**config.mk**
```make
export PLATFORM = sky130hd
export DESIGN_NAME = serial_adder_ctrl
export DESIGN_NICKNAME = d
export VERILOG_FILES = /design/src/rtl/serial_adder_ctrl.sv
export SDC_FILE = /design/constraint.sdc
export NUM_CORES = 1
export LEC_CHECK = 0
export CAP_MARGIN = 20
export CORE_MARGIN = 8
export CORE_UTILIZATION = 45
export DETAILED_ROUTE_END_ITERATION = 10
export PLACE_DENSITY = 0.7
export SKIP_CTS_REPAIR_TIMING = 1
export SLEW_MARGIN = 10
export SYNTH_ARGS = -nofsm -noshare
export SYNTH_HDL_FRONTEND = slang
export SYNTH_SLANG_ARGS = --single-unit
```
**constraint.sdc**
```tcl
create_clock -name clk -period 2.35 [get_ports clk]
set_input_delay 0.47 -clock clk [delete_from_list [all_inputs] [get_ports clk]]
set_output_delay 0.47 -clock clk [all_outputs]
set_load 0.02 [all_outputs]
```
**src/rtl/serial_adder_ctrl.sv**
```systemverilog
// serial_adder_ctrl: bit-serial adder with a start/busy/done handshake.
// Operands are captured on an accepted start, summed one bit per clock
// LSB first, and the full result is published in a single update when the
// last bit has been processed.
module serial_adder_ctrl #(
  parameter int WIDTH = 8
) (
  input  logic             clk,
  input  logic             rst_n,
  input  logic             start,
  input  logic [WIDTH-1:0] a,
  input  logic [WIDTH-1:0] b,
  output logic             busy,
  output logic             done,
  output logic [WIDTH-1:0] sum,
  output logic             cout
);

  localparam int CW = (WIDTH > 1) ? $clog2(WIDTH) : 1;

  typedef enum logic [1:0] {
    ST_IDLE = 2'd0,
    ST_RUN  = 2'd1,
    ST_DONE = 2'd2
  } state_t;

  // Half adder: returns {carry, sum}.
  function automatic logic [1:0] half_add(input logic x, input logic y);
    return {x & y, x ^ y};
  endfunction

  state_t           state_r;
  state_t           state_next_s;
  logic             busy_r;
  logic             busy_next_s;
  logic             done_r;
  logic             done_next_s;
  logic [WIDTH-1:0] a_sh_r;
  logic [WIDTH-1:0] b_sh_r;
  logic [WIDTH-1:0] acc_r;
  logic [WIDTH-1:0] sum_r;
  logic             cout_r;
  logic             carry_r;
  logic [CW-1:0]    cnt_r;
  logic [1:0]       ha0_s;
  logic [1:0]       ha1_s;
  logic             bit_sum_s;
  logic             carry_next_s;
  logic             last_bit_s;

  // Full adder for the current bit: two half-adder stages plus an OR for carry.
  assign ha0_s        = half_add(a_sh_r[0], b_sh_r[0]);
  assign ha1_s        = half_add(ha0_s[0], carry_r);
  assign bit_sum_s    = ha1_s[0];
  assign carry_next_s = ha0_s[1] | ha1_s[1];
  assign last_bit_s   = (cnt_r == CW'(WIDTH - 1));

  assign busy = busy_r;
  assign done = done_r;
  assign sum  = sum_r;
  assign cout = cout_r;

  // Next-state and registered-output decode for the control FSM.
  always_comb begin
    state_next_s = state_r;
    busy_next_s  = busy_r;
    done_next_s  = 1'b0;
    case (state_r)
      ST_IDLE: begin
        if (start) begin
          state_next_s = ST_RUN;
          busy_next_s  = 1'b1;
        end else begin
          state_next_s = ST_IDLE;
          busy_next_s  = 1'b0;
        end
      end
      ST_RUN: begin
        if (last_bit_s) begin
          state_next_s = ST_DONE;
          busy_next_s  = 1'b0;
          done_next_s  = 1'b1;
        end else begin
          state_next_s = ST_RUN;
          busy_next_s  = 1'b1;
        end
      end
      ST_DONE: begin
        state_next_s = ST_IDLE;
        busy_next_s  = 1'b0;
      end
      default: begin
        state_next_s = ST_IDLE;
        busy_next_s  = 1'b0;
      end
    endcase
  end

  // FSM state and handshake output registers.
  always_ff @(posedge clk or negedge rst_n) begin
    if (!rst_n) begin
      state_r <= ST_IDLE;
      busy_r  <= 1'b0;
      done_r  <= 1'b0;
    end else begin
      state_r <= state_next_s;
      busy_r  <= busy_next_s;
      done_r  <= done_next_s;
    end
  end

  // Operand capture, per-bit shifting and one-shot result publication.
  always_ff @(posedge clk or negedge rst_n) begin
    if (!rst_n) begin
      a_sh_r  <= '0;
      b_sh_r  <= '0;
      acc_r   <= '0;
      sum_r   <= '0;
      cout_r  <= 1'b0;
      carry_r <= 1'b0;
      cnt_r   <= '0;
    end else begin
      case (state_r)
        ST_IDLE: begin
          if (start) begin
            a_sh_r  <= a;
            b_sh_r  <= b;
            acc_r   <= '0;
            carry_r <= 1'b0;
            cnt_r   <= '0;
          end else begin
            a_sh_r  <= a_sh_r;
            b_sh_r  <= b_sh_r;
          end
        end
        ST_RUN: begin
          a_sh_r  <= a_sh_r >> 1;
          b_sh_r  <= b_sh_r >> 1;
          acc_r   <= {bit_sum_s, acc_r[WIDTH-1:1]};
          carry_r <= carry_next_s;
          if (last_bit_s) begin
            // The final bit enters at the MSB as the whole word is published.
            sum_r  <= {bit_sum_s, acc_r[WIDTH-1:1]};
            cout_r <= carry_next_s;
          end else begin
            cnt_r <= cnt_r + CW'(1);
          end
        end
        ST_DONE: begin
          cnt_r <= cnt_r;
        end
        default: begin
          cnt_r <= '0;
        end
      endcase
    end
  end

endmodule
```
==> metrics.csv, run 1 <==
metric,value,unit
period_share,77.2,%
synthTopCellsByCount,"38 x dfrtp_1, 10 x inv_1, 9 x mux2_2",
vias,1188,
required,2.52,ns
drt-total-wl,3490,µm
synthSimpleGateAreaFrac,13.1,%
synthArstFlopShare,100,%
place_ws,0.404,ns
viasPerCell,5.66,
worst_setup_path_start_kind,flip-flop,
grt_pass1_wl,5970,µm
synth_adder_area_share,2.57,%
synthMuxAreaShare,6.92,%
synth_cells,133,
rsz0062_at_grt,false,
synth_edf_count,0,
ys_seq_elements,38,
layout.nets,183,
synth_area,1750,µm²
start_util,47.2,%
fin_skew,0.00309,ns
syn-mean-instance-area,13.2,µm²
clkSinkCount,38,
synth_area_leaders,"dfrtp_1 54%, mux2_2 5.8%, o221a_2 5.1%",
period_minus_slack,1.81,ns
max_cap_viol_count,0,
setup_ws,0.536,ns
ir_drop,0.416,mV
synth_top_family_by_area,compound AO/OA/AOI/OAI gates,
place_congestion,0.703,
synth_xor_area_share,0.499,%
synthDistinctLibCells,28,
die_h,78.4,µm
fmax,551,MHz
outcome,completed,
synth-compound-area-share,15.9,%
root_buffer,clkbuf_8,
diodes,0,
top_level_ports,30,
drive_above_1_share,20.4,%
die-area,6150,µm²
route.detailed.drc,0,
synthFlopType,dfrtp_1,
num_rows,22,
finalSetupTns,0,ns
io_buffer_count,29,
drtIter0Drc,76,
die_width,78.4,µm
p_leak,0.940,nW
crit_path_max_fanout,10,
cts_tree,yes,
hold_class,input port to asynchronous set/reset pin,
drt_first_pass_iters,4,
finalHoldViolCount,0,
worstPathArrival,1.98,ns
clk_path_buf_depth,2,
syn_nets,155,
routedWlPerCell,16.6,µm
yosysMostFrequentCell,dfrtp_1,
ys_warn_count,0,
ctsHtreeMaxLevel,2,
area_growth,22.6,%
crit_type,flip-flop to flip-flop,
grt_use_total,12.2,%
dp_hpwl,2410,µm
clk_pin_slew_worst_paths,0.07,ns
synth_seq_area_share,54.2,%
clock_latency,0.29,ns
tightest_slew,0.832,ns
fp.coreArea,3720,µm²
overflow,0,
slew_headroom,44.6,%
grt_max_degree,39,
synth_top_cell_by_area,dfrtp_1,
cp-end-kind,flip-flop,
p_per_area,1230,nW/µm²
cts_buffers,5,
grt_pass1_vias,1263,
ant_nets,0,
antenna_found_initial,0,
final-setup-viol-count,0,
synth_top_area_share,54.2,%
slew_viol_final,0,
[final cells by class]
cell class	instances	area, µm²
Inverter	10	37.5
Multi-Input combinational cell	72	684
Clock buffer	6	82.6
Sequential cell	38	951
Tap cell	48	60.1
Fill cell	327	1570
Timing Repair Buffer	34	323
Clock inverter	2	12.5
[cells in the final DEF, fill, tap and decap left out, types with 2 or more instances in the layout]
master / synthesis / final
nand2b_1: 3 / 3
dfrtp_1: 38 / 38
ha_1: 2 / 2
mux2_2: 9 / 9
inv_1: 10 / 10
clkdlybuf4s50_1: 0 / 28
nor4b_1: 6 / 6
o221a_2: 8 / 8
buf_4: 0 / 5
or4b_1: 8 / 8
a211oi_1: 3 / 3
clkbuf_8: 0 / 6
nor3b_1: 5 / 5
a211o_1: 2 / 2
o32ai_1: 3 / 3
mux2i_1: 2 / 2
a221oi_1: 3 / 3
nor4bb_1: 2 / 2
a22o_1: 8 / 8
[kinds of logic after synthesis]
family | after synthesis
fa+ha+maj | 3
xor+xnor | 1
compound gates | 30
flops | 38
mux | 11
buf+inv | 23
simple gates | 27
[power by group]
group | internal [mW] | switching (mW) | total (mW) | leakage (nW)
Combinational | 0.569 | 0.506 | 1.07 | 0.426
Sequential | 0.939 | 0.173 | 1.11 | 0.467
Clock | 0.235 | 0.221 | 0.457 | 0.0472
[worst max-delay path: stages (launching register included)]
cell	delay [ns]
dfrtp_1	0.41
ha_1	0.21
ha_1	0.26
nand3b_1	0.41
mux2_2	0.40
[registers in the layout, summed over array words and instances, names as in the netlist]
signal / cells
acc_r: 7
cnt_r: 3
done: 1
a_sh_r: 8
cout: 1
carry_r: 1
state_r: 1
sum: 8
b_sh_r: 8
[worst paths after layout]
check | startpoint | endpoint | slack (ns) | cells after the start
max | cnt_r[0] | sum[1] | 0.54 | 4
min | rst_n | sum[5] | 0.28 | 1
max reg2reg | cnt_r[0] | sum[1] | 0.54 | 4
min reg2reg | sum[0] | sum[0] | 0.51 | 1
max in group asynchronous | rst_n | a_sh_r[7] | 1.55 | 1
min in group clk | sum[0] | sum[0] | 0.51 | 1
[per-stage QoR]
stage	utilization, %	hold WS [ns]	power [mW]	instance area, µm²	cells
after global routing	57.9	0.334	2.84	2150	210
after CTS	57.9	0.295	2.68	2150	210
after global placement	55.3	0.486	2.15	2060	202
after floorplan	-	0.174	1.87	1750	133
final	57.9	0.277	2.64	2150	210
after detailed placement	55.3	0.493	2.21	2060	202
[metal layers]
metal / wire (µm) / vias up / track usage [%]
li1: - / 554 / -
met1: 1520 / 596 / 14.1
met2: 1710 / 33 / 19.9
met3: 203 / 5 / 4.78
met4: 52 / 0 / 4.44
met5: 0 / - / 0
(Power assumes the default switching activity.)
==> run 2, diff against run 1 <==
PLACE_DENSITY = 0.72   (was 0.7)
clock period = 1.6 ns   (was 2.35 ns; I/O delays follow)
==> metrics.csv, run 2 (synthesis results as in run 1) <==
metric,value,unit,change
overflow,0,,unchanged
path_buf_inv,1,,+1
finalHoldViolCount,0,,unchanged
fmax,646,MHz,
start_util,47.2,%,unchanged
die_width,78.4,µm,unchanged
outcome,completed,,
route.detailed.drc,0,,unchanged
grt_max_degree,39,,unchanged
ff2ff_path_depth,5,,+1
cts_buffers,5,,unchanged
r2r-end,sum[6],,
reg2reg_from,cnt_r[0],,
viasPerCell,5.64,,-0.27%
period_share,96.8,%,
worstPathArrival,1.23,ns,-0.75 ns
grt_pass1_vias,1280,,+1.3%
ctsHtreeMaxLevel,2,,unchanged
regToRegSetupSlack,0.08,ns,-0.46 ns
worst_setup_path_start_kind,flip-flop,,
cp_cell_sequence,clkdlybuf4s50_1,,
cp_slowest_cell,clkdlybuf4s50_1,,
layout.nets,188,,+2.7%
top_level_ports,30,,unchanged
fp.coreArea,3720,µm²,unchanged
fin_skew,0.00807,ns,+0.00497 ns
drive_above_1_share,22.8,%,+2.4 points
hold_class,input port to asynchronous set/reset pin,,
io_buffer_count,29,,unchanged
drt-total-wl,3480,µm,-0.14%
place_congestion,0.750,,+6.7%
tightest_slew,0.534,ns,-0.297 ns
final_common_cell,dfrtp_1,,
cts_tree,yes,,
period_minus_slack,1.55,ns,
p_leak,1.12,nW,+19%
slew_headroom,64.4,%,+20 points
required,1.28,ns,-1.24 ns
post-route-util,61.9,%,+4.0 points
clkSinkCount,38,,unchanged
vias,1213,,+2.1%
grt_use_total,12.4,%,+0.24 points
root_buffer,clkbuf_8,,
dp_hpwl,2410,µm,+0.14%
num_rows,22,,unchanged
drtIter0Drc,76,,unchanged
crit_type,flip-flop to output pin,,
die_h,78.4,µm,unchanged
path_delay_family,buffers and inverters,,
p_per_area,1840,nW/µm²,+50%
routedWlPerCell,16.2,µm,-2.5%
grt_pass1_wl,6170,µm,+3.4%
ir_drop,1.27,mV,+200%
cp-end-kind,output pin,,
area_growth,31.1,%,
max_cap_viol_count,0,,unchanged
slew_viol_final,0,,unchanged
final-setup-viol-count,0,,unchanged
ant_nets,0,,unchanged
drt_first_pass_iters,4,,unchanged
diodes,0,,unchanged
layout_common_cells,"38 x dfrtp_1, 21 x clkdlybuf4s50_1, 10 x inv_1",,
crit_path_max_fanout,2,,-8
clk_path_buf_depth,2,,unchanged
die-area,6150,µm²,unchanged
antenna_found_initial,0,,unchanged
rsz0062_at_grt,false,,
critical-path-max-stage-delay,0.60,ns,+0.19 ns
clock_latency,0.29,ns,about the same
whs,0.397,ns,+0.120 ns
clk_pin_slew_worst_paths,0.08,ns,about the same
## run 2: cell types whose count changed in the layout (fill, tap and decap cells not counted), sizes merged
| cell | change |
|---|---|
| dlymetal6s2s | +8 |
| clkdlybuf4s50 | -7 |
| buf | +4 |
| bufinv | +2 |
| clkinv | -1 |
| clkinvlp | -1 |
## run 2: worst max-delay path by stage
stage                        start  cells past startpoint   endpoint  slack (ns)
after CTS                     done                      1       done       -0.13
after floorplan           cnt_r[0]                      6       cout      0.0002
after detailed placement     start                      4  b_sh_r[0]       -0.07
after global placement       start                      4  b_sh_r[4]       -0.05
after global routing        sum[4]                      1     sum[4]       0.006
final                         cout                      1       cout        0.05
## run 2: report_power, final
group | total [mW] | switching (mW) | internal [mW]
clock network | 1.00 | 0.339 | 0.665
registers | 1.63 | 0.254 | 1.38
logic | 1.60 | 0.734 | 0.871
## run 2: through the flow
step	instances	area, µm²	TNS [ns]	setup WS, ns	power, mW
after global placement	206	2130	-0.598	-0.0530	3.19
after CTS	214	2270	-0.193	-0.129	4.27
after global routing	215	2300	0	0.00649	4.54
after detailed placement	206	2130	-0.691	-0.0728	3.27
final	215	2300	0	0.0510	4.24
after floorplan	133	1760	0	0.000216	2.75
## run 2: cell type report
type / count / area [µm²]
fill: 295 / 1420
sequential: 38 / 951
multi-input combinational: 72 / 686
timing repair buffer: 39 / 423
clock buffer: 6 / 82.6
clock inverter: 2 / 60.1
tap: 48 / 60.1
inverter: 10 / 37.5
## run 2: routing by layer
layer  wire (µm)  GRT usage, %  vias to the layer above
li1            -             -                      572
met1        1590          15.8                      594
met2        1660          19.0                       43
met3         184          4.67                        4
met4          53          3.89                        0
met5           0             0                        -
==> run 3, diff against run 2 <==
TNS_END_PERCENT = 10   (was unset)
==> metrics.csv, run 3 (synthesis results as in run 1) <==
metric,value,unit,change
period_minus_slack,1.55,ns,+0.0000754 ns
reg2reg_from,cnt_r[0],,
grt_pass1_wl,6170,µm,unchanged
ir_drop,1.22,mV,-3.7%
fp.coreArea,3720,µm²,unchanged
worst_setup_path_start_kind,flip-flop,,
ff2ff_path_depth,5,,unchanged
die-area,6150,µm²,unchanged
final_common_cell,dfrtp_1,,
drt-total-wl,3480,µm,about the same
start_util,47.2,%,unchanged
placed_cell_area,2130,µm²,unchanged
dp_hpwl,2410,µm,unchanged
required,1.28,ns,about the same
path_buf_inv,1,,unchanged
fillCellCount,295,,unchanged
critical-path-max-stage-delay,0.60,ns,about the same
place_congestion,0.750,,unchanged
clkSinkCount,38,,unchanged
io_buffer_count,29,,unchanged
cts_tree,yes,,
ctsHtreeMaxLevel,2,,unchanged
fmax,646,MHz,about the same
fin_skew,0.00826,ns,+0.000193 ns
clock_latency,0.29,ns,about the same
crit_path_max_fanout,2,,unchanged
final_cells,214,,-0.47%
die_h,78.4,µm,unchanged
grt_max_degree,39,,unchanged
drive_above_1_share,22.9,%,+0.14 points
route.detailed.drc,0,,unchanged
regToRegSetupSlack,0.07,ns,about the same
period_share,96.8,%,about the same
outcome,completed,,
drt_first_pass_iters,4,,unchanged
clk_pin_slew_worst_paths,0.08,ns,about the same
ant_nets,0,,unchanged
hold_class,input port to asynchronous set/reset pin,,
final_area,2290,µm²,-0.22%
max_cap_viol_count,0,,unchanged
worstPathArrival,1.23,ns,about the same
die_width,78.4,µm,unchanged
routedWlPerCell,16.3,µm,+0.55%
whs,0.394,ns,-0.00251 ns
vias,1212,,-0.082%
p_leak,1.11,nW,-0.60%
r2r-end,sum[6],,
slew_viol_final,0,,unchanged
root_buffer,clkbuf_8,,
area_growth,30.8,%,
antenna_found_initial,0,,unchanged
top_level_ports,30,,unchanged
cp_slowest_cell,clkdlybuf4s50_1,,
placed_cells,206,,unchanged
overflow,0,,unchanged
num_rows,22,,unchanged
grt_use_total,12.4,%,unchanged
drtIter0Drc,70,,-7.9%
grt_pass1_vias,1280,,unchanged
layout_common_cells,"38 x dfrtp_1, 21 x clkdlybuf4s50_1, 10 x inv_1",,
finalHoldViolCount,0,,unchanged
viasPerCell,5.66,,+0.38%
slew_headroom,64.5,%,+0.094 points
final-setup-viol-count,0,,unchanged
p_per_area,1840,nW/µm²,-0.17%
diodes,0,,unchanged
crit_type,flip-flop to output pin,,
clk_path_buf_depth,2,,unchanged
cp_cell_sequence,clkdlybuf4s50_1,,
path_delay_family,buffers and inverters,,
post-route-util,61.8,%,-0.13 points
tightest_slew,0.533,ns,-0.00141 ns
layout.nets,187,,-0.53%
cts_buffers,5,,unchanged
cp-end-kind,output pin,,
[run 3: worst max-delay path by stage]
stage / startpoint / cells past startpoint / endpoint
6_report: sum[4] / 1 / sum[4]
5_1_grt: cnt_r[0] / 5 / sum[6]
4_1_cts: done / 1 / done
3_5_place_dp: start / 4 / b_sh_r[0]
3_3_place_gp: start / 4 / b_sh_r[4]
2_1_floorplan: cnt_r[0] / 6 / cout
[run 3: power by group]
group | total, mW | internal, mW | switching [mW] | leakage (nW)
Sequential | 1.64 | 1.38 | 0.256 | 0.467
Clock | 1.00 | 0.665 | 0.339 | 0.0714
Combinational | 1.59 | 0.858 | 0.728 | 0.570
[run 3: stage by stage]
stage	worst slack, ns	setup TNS, ns	power [mW]
2_1_floorplan	0.000216	0	2.75
3_3_place_gp	-0.0530	-0.598	3.19
6_report	0.0509	0	4.22
5_1_grt	-0.00648	-0.0115	4.54
3_5_place_dp	-0.0728	-0.691	3.27
4_1_cts	-0.129	-0.193	4.27
[run 3: final cells by class]
type,instances,area [µm²],share of cell area (%)
tap,48,60.1,2.62
clock inverter,2,60.1,2.62
clock buffer,6,82.6,3.60
timing repair buffer,38,415,18.1
sequential,38,951,41.4
multi-input combinational,72,688,30.0
inverter,10,37.5,1.64
[run 3: routing by layer]
metal  track usage (%)  share of wire, %  up-vias
met5                 0                 0        -
met4              3.89               1.5        0
met3              4.67               5.0        4
met2              19.0                48       43
met1              15.8                46      595
li1                  -                 -      570
